## src/rtl/ex_pkg.sv

```systemverilog
// Shared constants and types for the execute stage: ALU op codes, R-type funct
// codes, multiplier FSM states and the control bundle carried down the pipe.
package ex_pkg;
  localparam int DW_DEFAULT     = 32;
  localparam int MUL_CYCLES_DEF = 32;

  localparam logic [1:0] OP_ADD   = 2'b00;
  localparam logic [1:0] OP_SUB   = 2'b01;
  localparam logic [1:0] OP_RTYPE = 2'b10;
  localparam logic [1:0] OP_OR    = 2'b11;

  localparam logic [5:0] F_ADD = 6'h20;
  localparam logic [5:0] F_SUB = 6'h22;
  localparam logic [5:0] F_AND = 6'h24;
  localparam logic [5:0] F_OR  = 6'h25;
  localparam logic [5:0] F_SLT = 6'h2A;
  localparam logic [5:0] F_MUL = 6'h18;

  typedef enum logic [1:0] {S_IDLE, S_BUSY, S_DONE} state_e;

  typedef struct packed {
    logic       regwrite;
    logic       mem2reg;
    logic       memread;
    logic       memwrite;
    logic [4:0] waddr;
  } ctrl_t;
endpackage

```

## src/rtl/ex_stage_if.sv

```systemverilog
// ID/EX -> EX -> EX/MEM bundle plus the MEM/WB forwarding tap.
// slave = execute stage side, master = surrounding pipeline / bench.
interface ex_stage_if #(parameter int DW = ex_pkg::DW_DEFAULT);
  logic          in_valid, flush;
  logic          RegWrite_in, Mem2Reg_in, MemRead_in, MemWrite_in;
  logic [1:0]    ALUOp_in;
  logic          RegDst_in, ALU_Src_in;
  logic [4:0]    RsAddr_in, RtAddr_in, RdAddr_in;
  logic [DW-1:0] RsData_in, RtData_in, immediate_in;
  logic          wb_RegWrite;
  logic [4:0]    wb_WriteAddr;
  logic [DW-1:0] wb_data;
  logic          stall_o, ex_valid;
  logic          RegWrite_out, Mem2Reg_out, MemRead_out, MemWrite_out;
  logic [DW-1:0] alu_result, store_data;
  logic [4:0]    WriteAddr_out;

  modport slave (
    input  in_valid, flush, RegWrite_in, Mem2Reg_in, MemRead_in, MemWrite_in,
           ALUOp_in, RegDst_in, ALU_Src_in, RsAddr_in, RtAddr_in, RdAddr_in,
           RsData_in, RtData_in, immediate_in, wb_RegWrite, wb_WriteAddr, wb_data,
    output stall_o, ex_valid, RegWrite_out, Mem2Reg_out, MemRead_out, MemWrite_out,
           alu_result, store_data, WriteAddr_out
  );

  modport master (
    output in_valid, flush, RegWrite_in, Mem2Reg_in, MemRead_in, MemWrite_in,
           ALUOp_in, RegDst_in, ALU_Src_in, RsAddr_in, RtAddr_in, RdAddr_in,
           RsData_in, RtData_in, immediate_in, wb_RegWrite, wb_WriteAddr, wb_data,
    input  stall_o, ex_valid, RegWrite_out, Mem2Reg_out, MemRead_out, MemWrite_out,
           alu_result, store_data, WriteAddr_out
  );
endinterface

```

## src/rtl/mul_iter32.sv

```systemverilog
// Iterative shift-add multiplier: start loads operands, each step consumes one
// multiplier bit. last_o flags the step that completes the product.
module mul_iter32 #(
  parameter int DW         = 32,
  parameter int MUL_CYCLES = 32
) (
  input  logic          clk,
  input  logic          rst_n,
  input  logic          start_i,
  input  logic          step_i,
  input  logic          clr_i,
  input  logic [DW-1:0] a_i,
  input  logic [DW-1:0] b_i,
  output logic          last_o,
  output logic [DW-1:0] prod_o
);
  localparam int CW = (MUL_CYCLES > 1) ? $clog2(MUL_CYCLES) : 1;

  logic [DW-1:0] mcand_q, mcand_d, mplier_q, mplier_d, acc_q, acc_d;
  logic [CW-1:0] cnt_q, cnt_d;

  always_comb begin
    mcand_d  = mcand_q;
    mplier_d = mplier_q;
    acc_d    = acc_q;
    cnt_d    = cnt_q;
    if (clr_i) begin
      mcand_d  = '0;
      mplier_d = '0;
      acc_d    = '0;
      cnt_d    = '0;
    end else if (start_i) begin
      mcand_d  = a_i;
      mplier_d = b_i;
      acc_d    = '0;
      cnt_d    = '0;
    end else if (step_i) begin
      if (mplier_q[0]) acc_d = acc_q + mcand_q;
      mcand_d  = mcand_q << 1;
      mplier_d = mplier_q >> 1;
      cnt_d    = cnt_q + 1'b1;
    end
  end

  always_ff @(posedge clk or negedge rst_n) begin
    if (!rst_n) begin
      mcand_q  <= '0;
      mplier_q <= '0;
      acc_q    <= '0;
      cnt_q    <= '0;
    end else begin
      mcand_q  <= mcand_d;
      mplier_q <= mplier_d;
      acc_q    <= acc_d;
      cnt_q    <= cnt_d;
    end
  end

  assign last_o = (cnt_q == CW'(MUL_CYCLES - 1));
  assign prod_o = acc_q;
endmodule

```

## src/rtl/ex_stage.sv

```systemverilog
// Execute stage: operand forwarding, single-cycle ALU, iterative MUL with
// ID/EX stall, and the EX/MEM pipeline register. MUL_CYCLES must equal DW.
module ex_stage #(
  parameter int MUL_CYCLES = ex_pkg::MUL_CYCLES_DEF,
  parameter int DW         = ex_pkg::DW_DEFAULT
) (
  input logic       clk,
  input logic       rst_n,
  ex_stage_if.slave bus
);
  import ex_pkg::*;

  state_e        state_q, state_d;
  ctrl_t         ctrl_in, out_ctrl_q, out_ctrl_d, cap_ctrl_q, cap_ctrl_d;
  logic          ex_valid_q, ex_valid_d;
  logic [DW-1:0] alu_q, alu_d, st_q, st_d, cap_st_q, cap_st_d;
  logic [DW-1:0] op_a, rt_fwd, op_b, alu_res, prod;
  logic [5:0]    funct;
  logic          is_mul, exm_src_ok, mul_start, mul_step, mul_last;

  assign funct   = bus.immediate_in[5:0];
  assign is_mul  = (bus.ALUOp_in == OP_RTYPE) && (funct == F_MUL);
  assign ctrl_in = '{regwrite: bus.RegWrite_in, mem2reg: bus.Mem2Reg_in,
                     memread:  bus.MemRead_in,  memwrite: bus.MemWrite_in,
                     waddr:    bus.RegDst_in ? bus.RdAddr_in : bus.RtAddr_in};

  // A load result in EX/MEM is not yet known, so only ALU results forward from there.
  assign exm_src_ok = ex_valid_q & out_ctrl_q.regwrite & ~out_ctrl_q.mem2reg;

  assign op_a =
    (exm_src_ok && out_ctrl_q.waddr == bus.RsAddr_in && bus.RsAddr_in != 5'd0) ? alu_q :
    (bus.wb_RegWrite && bus.wb_WriteAddr == bus.RsAddr_in && bus.RsAddr_in != 5'd0) ? bus.wb_data :
    bus.RsData_in;
  assign rt_fwd =
    (exm_src_ok && out_ctrl_q.waddr == bus.RtAddr_in && bus.RtAddr_in != 5'd0) ? alu_q :
    (bus.wb_RegWrite && bus.wb_WriteAddr == bus.RtAddr_in && bus.RtAddr_in != 5'd0) ? bus.wb_data :
    bus.RtData_in;
  assign op_b = bus.ALU_Src_in ? bus.immediate_in : rt_fwd;

  always_comb begin
    alu_res = '0;
    case (bus.ALUOp_in)
      OP_ADD:  alu_res = op_a + op_b;
      OP_SUB:  alu_res = op_a - op_b;
      OP_OR:   alu_res = op_a | op_b;
      default: begin
        case (funct)
          F_ADD:   alu_res = op_a + op_b;
          F_SUB:   alu_res = op_a - op_b;
          F_AND:   alu_res = op_a & op_b;
          F_OR:    alu_res = op_a | op_b;
          F_SLT:   alu_res = {{(DW-1){1'b0}}, ($signed(op_a) < $signed(op_b))};
          default: alu_res = '0;
        endcase
      end
    endcase
  end

  mul_iter32 #(.DW(DW), .MUL_CYCLES(MUL_CYCLES)) u_mul (
    .clk    (clk),
    .rst_n  (rst_n),
    .start_i(mul_start),
    .step_i (mul_step),
    .clr_i  (bus.flush),
    .a_i    (op_a),
    .b_i    (op_b),
    .last_o (mul_last),
    .prod_o (prod)
  );

  always_ff @(posedge clk or negedge rst_n) begin
    if (!rst_n) state_q <= S_IDLE;
    else        state_q <= state_d;
  end

  always_comb begin
    state_d = state_q;
    if (bus.flush) state_d = S_IDLE;
    else begin
      case (state_q)
        S_IDLE:  if (bus.in_valid && is_mul) state_d = S_BUSY;
        S_BUSY:  if (mul_last) state_d = S_DONE;
        S_DONE:  state_d = S_IDLE;
        default: state_d = S_IDLE;
      endcase
    end
  end

  // Default everything to a bubble; only a real result overrides it.
  always_comb begin
    ex_valid_d = 1'b0;
    out_ctrl_d = '0;
    alu_d      = '0;
    st_d       = '0;
    cap_ctrl_d = cap_ctrl_q;
    cap_st_d   = cap_st_q;
    mul_start  = 1'b0;
    mul_step   = 1'b0;
    if (!bus.flush) begin
      case (state_q)
        S_IDLE: begin
          if (bus.in_valid && is_mul) begin
            mul_start  = 1'b1;
            cap_ctrl_d = ctrl_in;
            cap_st_d   = rt_fwd;
          end else if (bus.in_valid) begin
            ex_valid_d = 1'b1;
            out_ctrl_d = ctrl_in;
            alu_d      = alu_res;
            st_d       = rt_fwd;
          end
        end
        S_BUSY: mul_step = 1'b1;
        S_DONE: begin
          ex_valid_d = 1'b1;
          out_ctrl_d = cap_ctrl_q;
          alu_d      = prod;
          st_d       = cap_st_q;
        end
        default: ;
      endcase
    end
  end

  always_ff @(posedge clk or negedge rst_n) begin
    if (!rst_n) begin
      ex_valid_q <= 1'b0;
      out_ctrl_q <= '0;
      alu_q      <= '0;
      st_q       <= '0;
      cap_ctrl_q <= '0;
      cap_st_q   <= '0;
    end else begin
      ex_valid_q <= ex_valid_d;
      out_ctrl_q <= out_ctrl_d;
      alu_q      <= alu_d;
      st_q       <= st_d;
      cap_ctrl_q <= cap_ctrl_d;
      cap_st_q   <= cap_st_d;
    end
  end

  assign bus.stall_o       = rst_n & bus.in_valid & is_mul & (state_q != S_DONE) & ~bus.flush;
  assign bus.ex_valid      = ex_valid_q;
  assign bus.RegWrite_out  = out_ctrl_q.regwrite;
  assign bus.Mem2Reg_out   = out_ctrl_q.mem2reg;
  assign bus.MemRead_out   = out_ctrl_q.memread;
  assign bus.MemWrite_out  = out_ctrl_q.memwrite;
  assign bus.WriteAddr_out = out_ctrl_q.waddr;
  assign bus.alu_result    = alu_q;
  assign bus.store_data    = st_q;
endmodule

```

## src/flat_wrapper.sv

```systemverilog
// flat-port wrapper written by rule: the top's interface ports become plain ports
module ex_stage_flat import ex_pkg::*;
#(
  parameter int MUL_CYCLES = ex_pkg::MUL_CYCLES_DEF,
  parameter int DW         = ex_pkg::DW_DEFAULT
)
  (clk, rst_n, bus_in_valid, bus_flush, bus_RegWrite_in, bus_Mem2Reg_in, bus_MemRead_in, bus_MemWrite_in, bus_ALUOp_in, bus_RegDst_in, bus_ALU_Src_in, bus_RsAddr_in, bus_RtAddr_in, bus_RdAddr_in, bus_RsData_in, bus_RtData_in, bus_immediate_in, bus_wb_RegWrite, bus_wb_WriteAddr, bus_wb_data, bus_stall_o, bus_ex_valid, bus_RegWrite_out, bus_Mem2Reg_out, bus_MemRead_out, bus_MemWrite_out, bus_alu_result, bus_store_data, bus_WriteAddr_out);
  ex_stage_if #(.DW(DW)) bus_i ();
  input logic clk;
  input logic rst_n;
  input wire logic [$bits(bus_i.in_valid)-1:0] bus_in_valid;
  input wire logic [$bits(bus_i.flush)-1:0] bus_flush;
  input wire logic [$bits(bus_i.RegWrite_in)-1:0] bus_RegWrite_in;
  input wire logic [$bits(bus_i.Mem2Reg_in)-1:0] bus_Mem2Reg_in;
  input wire logic [$bits(bus_i.MemRead_in)-1:0] bus_MemRead_in;
  input wire logic [$bits(bus_i.MemWrite_in)-1:0] bus_MemWrite_in;
  input wire logic [$bits(bus_i.ALUOp_in)-1:0] bus_ALUOp_in;
  input wire logic [$bits(bus_i.RegDst_in)-1:0] bus_RegDst_in;
  input wire logic [$bits(bus_i.ALU_Src_in)-1:0] bus_ALU_Src_in;
  input wire logic [$bits(bus_i.RsAddr_in)-1:0] bus_RsAddr_in;
  input wire logic [$bits(bus_i.RtAddr_in)-1:0] bus_RtAddr_in;
  input wire logic [$bits(bus_i.RdAddr_in)-1:0] bus_RdAddr_in;
  input wire logic [$bits(bus_i.RsData_in)-1:0] bus_RsData_in;
  input wire logic [$bits(bus_i.RtData_in)-1:0] bus_RtData_in;
  input wire logic [$bits(bus_i.immediate_in)-1:0] bus_immediate_in;
  input wire logic [$bits(bus_i.wb_RegWrite)-1:0] bus_wb_RegWrite;
  input wire logic [$bits(bus_i.wb_WriteAddr)-1:0] bus_wb_WriteAddr;
  input wire logic [$bits(bus_i.wb_data)-1:0] bus_wb_data;
  output wire logic [$bits(bus_i.stall_o)-1:0] bus_stall_o;
  output wire logic [$bits(bus_i.ex_valid)-1:0] bus_ex_valid;
  output wire logic [$bits(bus_i.RegWrite_out)-1:0] bus_RegWrite_out;
  output wire logic [$bits(bus_i.Mem2Reg_out)-1:0] bus_Mem2Reg_out;
  output wire logic [$bits(bus_i.MemRead_out)-1:0] bus_MemRead_out;
  output wire logic [$bits(bus_i.MemWrite_out)-1:0] bus_MemWrite_out;
  output wire logic [$bits(bus_i.alu_result)-1:0] bus_alu_result;
  output wire logic [$bits(bus_i.store_data)-1:0] bus_store_data;
  output wire logic [$bits(bus_i.WriteAddr_out)-1:0] bus_WriteAddr_out;
  assign bus_i.in_valid = bus_in_valid;
  assign bus_i.flush = bus_flush;
  assign bus_i.RegWrite_in = bus_RegWrite_in;
  assign bus_i.Mem2Reg_in = bus_Mem2Reg_in;
  assign bus_i.MemRead_in = bus_MemRead_in;
  assign bus_i.MemWrite_in = bus_MemWrite_in;
  assign bus_i.ALUOp_in = bus_ALUOp_in;
  assign bus_i.RegDst_in = bus_RegDst_in;
  assign bus_i.ALU_Src_in = bus_ALU_Src_in;
  assign bus_i.RsAddr_in = bus_RsAddr_in;
  assign bus_i.RtAddr_in = bus_RtAddr_in;
  assign bus_i.RdAddr_in = bus_RdAddr_in;
  assign bus_i.RsData_in = bus_RsData_in;
  assign bus_i.RtData_in = bus_RtData_in;
  assign bus_i.immediate_in = bus_immediate_in;
  assign bus_i.wb_RegWrite = bus_wb_RegWrite;
  assign bus_i.wb_WriteAddr = bus_wb_WriteAddr;
  assign bus_i.wb_data = bus_wb_data;
  assign bus_stall_o = bus_i.stall_o;
  assign bus_ex_valid = bus_i.ex_valid;
  assign bus_RegWrite_out = bus_i.RegWrite_out;
  assign bus_Mem2Reg_out = bus_i.Mem2Reg_out;
  assign bus_MemRead_out = bus_i.MemRead_out;
  assign bus_MemWrite_out = bus_i.MemWrite_out;
  assign bus_alu_result = bus_i.alu_result;
  assign bus_store_data = bus_i.store_data;
  assign bus_WriteAddr_out = bus_i.WriteAddr_out;
  ex_stage #(.MUL_CYCLES(MUL_CYCLES), .DW(DW)) u_core (.clk(clk), .rst_n(rst_n), .bus(bus_i));
endmodule
```

## config.mk

```make
export PLATFORM = sky130hd
export DESIGN_NAME = ex_stage_flat
export DESIGN_NICKNAME = d
export VERILOG_FILES = /design/src/rtl/ex_pkg.sv /design/src/rtl/ex_stage_if.sv /design/src/rtl/mul_iter32.sv /design/src/rtl/ex_stage.sv /design/src/flat_wrapper.sv
export SDC_FILE = /design/constraint.sdc
export NUM_CORES = 1
export LEC_CHECK = 0
export ABC_AREA = 1
export CAP_MARGIN = 20
export CORE_MARGIN = 8
export CORE_UTILIZATION = 45
export CTS_BUF_LIST = sky130_fd_sc_hd__clkbuf_4
export DETAILED_ROUTE_END_ITERATION = 16
export PLACE_DENSITY = 0.66
export SYNTH_ARGS = -nofsm -noshare
export SYNTH_HDL_FRONTEND = slang
export SYNTH_SLANG_ARGS = --single-unit
export TNS_END_PERCENT = 5
```

## constraint.sdc

```tcl
create_clock -name clk -period 4.69 [get_ports clk]
set_input_delay 0.938 -clock clk [delete_from_list [all_inputs] [get_ports clk]]
set_output_delay 0.938 -clock clk [all_outputs]
set_load 0.02 [all_outputs]
```

==> impl_metrics.env <==
export IMPL_status="completed"
export IMPL_grt_pass1_wl_um=150000
export IMPL_p_total_mw=6.26
export IMPL_p_leak_nw=14.3
export IMPL_ys_seq_elements=218
export IMPL_finalClockSkew_ns=0.0786
export IMPL_synth_cell_types=54
export IMPL_start_kind="primary input"
export IMPL_cts_max_level=3
export IMPL_initial_utilization=0.455
export IMPL_peakVddDrop_mv=0.219
export IMPL_path_buf_inv=7
export IMPL_ff2ff_path_depth=21
export IMPL_regToRegSetupSlack_ns=0.37
export IMPL_rows=78
export IMPL_wire_per_inst_um=22.6
export IMPL_cp_max_fo=27
export IMPL_post_route_util=0.602
export IMPL_grt_ovfl_total=0
export IMPL_slowest_stage="clkdlybuf4s50_1"
export IMPL_setup_viol=0
export IMPL_placed_area_um2=26300
export IMPL_core_region_area_um2=45200
export IMPL_wl_um=102000
export IMPL_track_usage=0.371
export IMPL_layout_drive_gt1_share=0.162
export IMPL_antenna_found_initial=2
export IMPL_grt_use_met1=0.457
export IMPL_postSynth_asyncResetShare=1.00
export IMPL_clockBufferDepth=3
export IMPL_first_pass_iters=8
export IMPL_place_ws_ns=-0.637
export IMPL_cp_cell_sequence="clkdlybuf4s50_1, inv_1, nand3_1, nor3_2, nor3_1, nand2_2, buf_12, clkinvlp_4, nand2_1, nand3_1, nand2_1, ha_1, buf_4, nand2_1, buf_4, inv_1, a21oi_1, nand2_1, a21oi_1, nand3_1, nand3_1, nand4_1, nand3_1, a21oi_1"
export IMPL_avgSynthCellArea_um2=6.30
export IMPL_io_buffer_count=235
export IMPL_worstPathRequired_ns=5.30
export IMPL_final_nets=4165
export IMPL_num_fill_cells=4374
export IMPL_grt_met3_usage=0.0820
export IMPL_cp_endpoint="u_core.bus.alu_result[28]$_DFF_PN0_"
export IMPL_drtIter0Drc=2970
export IMPL_crit_path_frequent_cell="nand3_1"
export IMPL_finalHoldViolations=0
export IMPL_syn_area_um2=20500
export IMPL_synth_edf_count=0
export IMPL_yosys_warnings=0
export IMPL_instances_no_fill=4502
export IMPL_post_cts_buffers=0
export IMPL_max_cap_violations=0
export IMPL_cp_slowest_stage_delay_ns=0.49
export IMPL_final_cell_area_um2=27200
export IMPL_grt_most_used_layer="met2"
export IMPL_cp_depth=24
export IMPL_cp_startpoint="bus_RtAddr_in[4]"
export IMPL_clk_pin_slew_ns=0.07
export IMPL_numCtsBuffers=66
export IMPL_root_buffer="clkbuf_4"
export IMPL_drc_errors=0
export IMPL_dp_cells=4388
export IMPL_clk_insertion_delay_late_ns=0.81
export IMPL_cp_data_arrival_time_ns=5.12
export IMPL_place_gp_congestion=1.05
export IMPL_worst_pin_slew_ns=1.00
export IMPL_hpwl_um=80900
export IMPL_cp_top_family="simple AND/OR/NAND/NOR gates"
export IMPL_die_height_um=230
export IMPL_worst_setup_path_end_kind="flop"
export IMPL_r2r_start="u_core.bus.Mem2Reg_out$_DFF_PN0_"
export IMPL_cts_tree="yes"
export IMPL_fin_tns_setup_ns=0
export IMPL_finalWorstSetupSlack_ns=0.181
export IMPL_maxSlewHeadroom=0.330
export IMPL_fmaxAchievable_mhz=222
export IMPL_ant_nets=0
export IMPL_die_area_um2=52700
export IMPL_finalCritPeriodShare=0.961
export IMPL_yosys_most_used_dff="dfrtp_1"
export IMPL_grt_pass1_vias=24600
export IMPL_vias_per_cell=5.65
export IMPL_die_x_um=230
export IMPL_r2r_end="u_core.bus.alu_result[28]$_DFF_PN0_"
export IMPL_io_pins=236
export IMPL_worstHoldPathType="reg2reg"
export IMPL_rsz0062_at_grt="no"
export IMPL_grt_start_max_net_pins=76
export IMPL_period_minus_slack_ns=4.51
export IMPL_setup_worst_path_class="in2reg"
export IMPL_drv_slew=0
export IMPL_powerDensity_nw_per_um2=230
export IMPL_use_met2=0.579
export IMPL_ys_seq_area_frac=0.266
export IMPL_synth_cells=3258
export IMPL_syn_nets=3565
export IMPL_whs_ns=0.483
export IMPL_cts_sinks=218
export IMPL_vias=25400
export IMPL_syn_to_final_growth_pct=32.4
## layout make-up
class,instances,area [um^2],share of cell area
diodes,1,2.50,0.0000920
clock buffers,87,653,0.0240
clock inverters,24,135,0.00497
inverters,473,1780,0.0654
multi-input cells,2420,12600,0.462
flip-flops and latches,218,5460,0.201
well taps,600,751,0.0276
repair buffers,679,5850,0.215
## placed cells by master (no fill, tap or decap), types with 26 or more instances in the layout
cell type        netlist  layout
nand2_1             1090    1086
inv_1                464     463
buf_4                 11     431
nand3_1              249     249
clkdlybuf4s50_1        0     233
nor2_1               227     222
dfrtp_1              218     218
a21oi_1              169     169
ha_1                 143     142
o21ai_0              114     113
clkbuf_4               0      87
o211ai_1              56      56
o21ai_1               44      45
o22ai_1               41      41
nand4_1               40      40
xor2_1                34      34
o21bai_1              26      26
## cell usage after synthesis (10+ instances only)
master,instances,area [um^2]
a21oi_1,169,846
nand3b_1,10,75.1
nand2_1,1090,4090
o21bai_1,26,195
a31oi_1,18,113
or2_2,24,150
o21ai_1,44,220
nand3_1,249,1250
o211ai_1,56,420
buf_6,16,180
o22ai_1,41,257
nand4_1,40,250
buf_2,56,280
buf_4,11,82.6
ha_1,143,1790
o21ai_0,114,571
nor3_1,16,80.1
dfrtp_1,218,5460
xor2_1,34,298
and2_1,23,144
clkbuf_1,56,210
nor2_1,227,852
inv_1,464,1740
o211ai_2,14,175
## worst reg2reg max path, delay by kind of cell, from the launching register on
kind	cells	cell delay, ns
flops	1	0.39
buf+inv	5	0.72
fa+ha+maj	1	0.41
simple gates	12	2.02
compound gates	3	0.58
## logic make-up after synthesis
logic type,after synthesis,synth area share
buf+inv,620,0.125
simple gates,1706,0.347
flops,218,0.266
compound gates,527,0.155
fa+ha+maj,146,0.0900
xor+xnor,41,0.0175
## metal layers
metal | wire length, um | part of all wire
met1 | 39400 | 0.39
met2 | 44600 | 0.44
met3 | 10200 | 0.10
met4 | 7530 | 0.074
met5 | 32 | 0.00031
## worst min path at each step
| stage | start | end | slack [ns] | cells after the start |
|---|---|---|---|---|
| floorplan | u_core.cap_ctrl_q[5]$_DFFE_PN0P_ | u_core.cap_ctrl_q[5]$_DFFE_PN0P_ | 0.45 | 2 |
| global placement | u_core.cap_ctrl_q[0]$_DFFE_PN0P_ | u_core.cap_ctrl_q[0]$_DFFE_PN0P_ | 0.46 | 2 |
| detailed placement | u_core.cap_st_q[5]$_DFFE_PN0P_ | u_core.cap_st_q[5]$_DFFE_PN0P_ | 0.47 | 2 |
| CTS | u_core.cap_st_q[10]$_DFFE_PN0P_ | u_core.cap_st_q[10]$_DFFE_PN0P_ | 0.48 | 2 |
| global route | u_core.cap_ctrl_q[5]$_DFFE_PN0P_ | u_core.cap_ctrl_q[5]$_DFFE_PN0P_ | 0.50 | 2 |
| finish | u_core.cap_st_q[24]$_DFFE_PN0P_ | u_core.cap_st_q[24]$_DFFE_PN0P_ | 0.48 | 2 |
## power by group
group	internal [mW]	switching (mW)	total, mW	leakage (nW)
clock	0.920	0.943	1.86	0.456
combinational	0.997	1.43	2.43	10.8
sequential	1.92	0.0460	1.97	3.00
## state kept, by name, indices dropped and copies added, names as in the netlist, 5 cells and up
| register | flops |
|---|---|
| u_core.cap_ctrl_q | 9 |
| u_core.bus.store_data | 32 |
| u_core.bus.alu_result | 32 |
| u_core.cap_st_q | 32 |
| u_core.u_mul.prod_o | 32 |
| u_core.u_mul.cnt_q | 5 |
| u_core.bus.WriteAddr_out | 5 |
| u_core.u_mul.mplier_q | 32 |
| u_core.u_mul.mcand_q | 32 |
## timing repair
| action | CTS | global route |
|---|---|---|
| endpoints found under the hold margin | 26 | 0 |
| setup endpoints to repair | 0 | 13 |
| gates resized for setup | 0 | 7 |
| hold buffers | 1 | 0 |
Note: power is estimated with default switching activity, not from simulation.
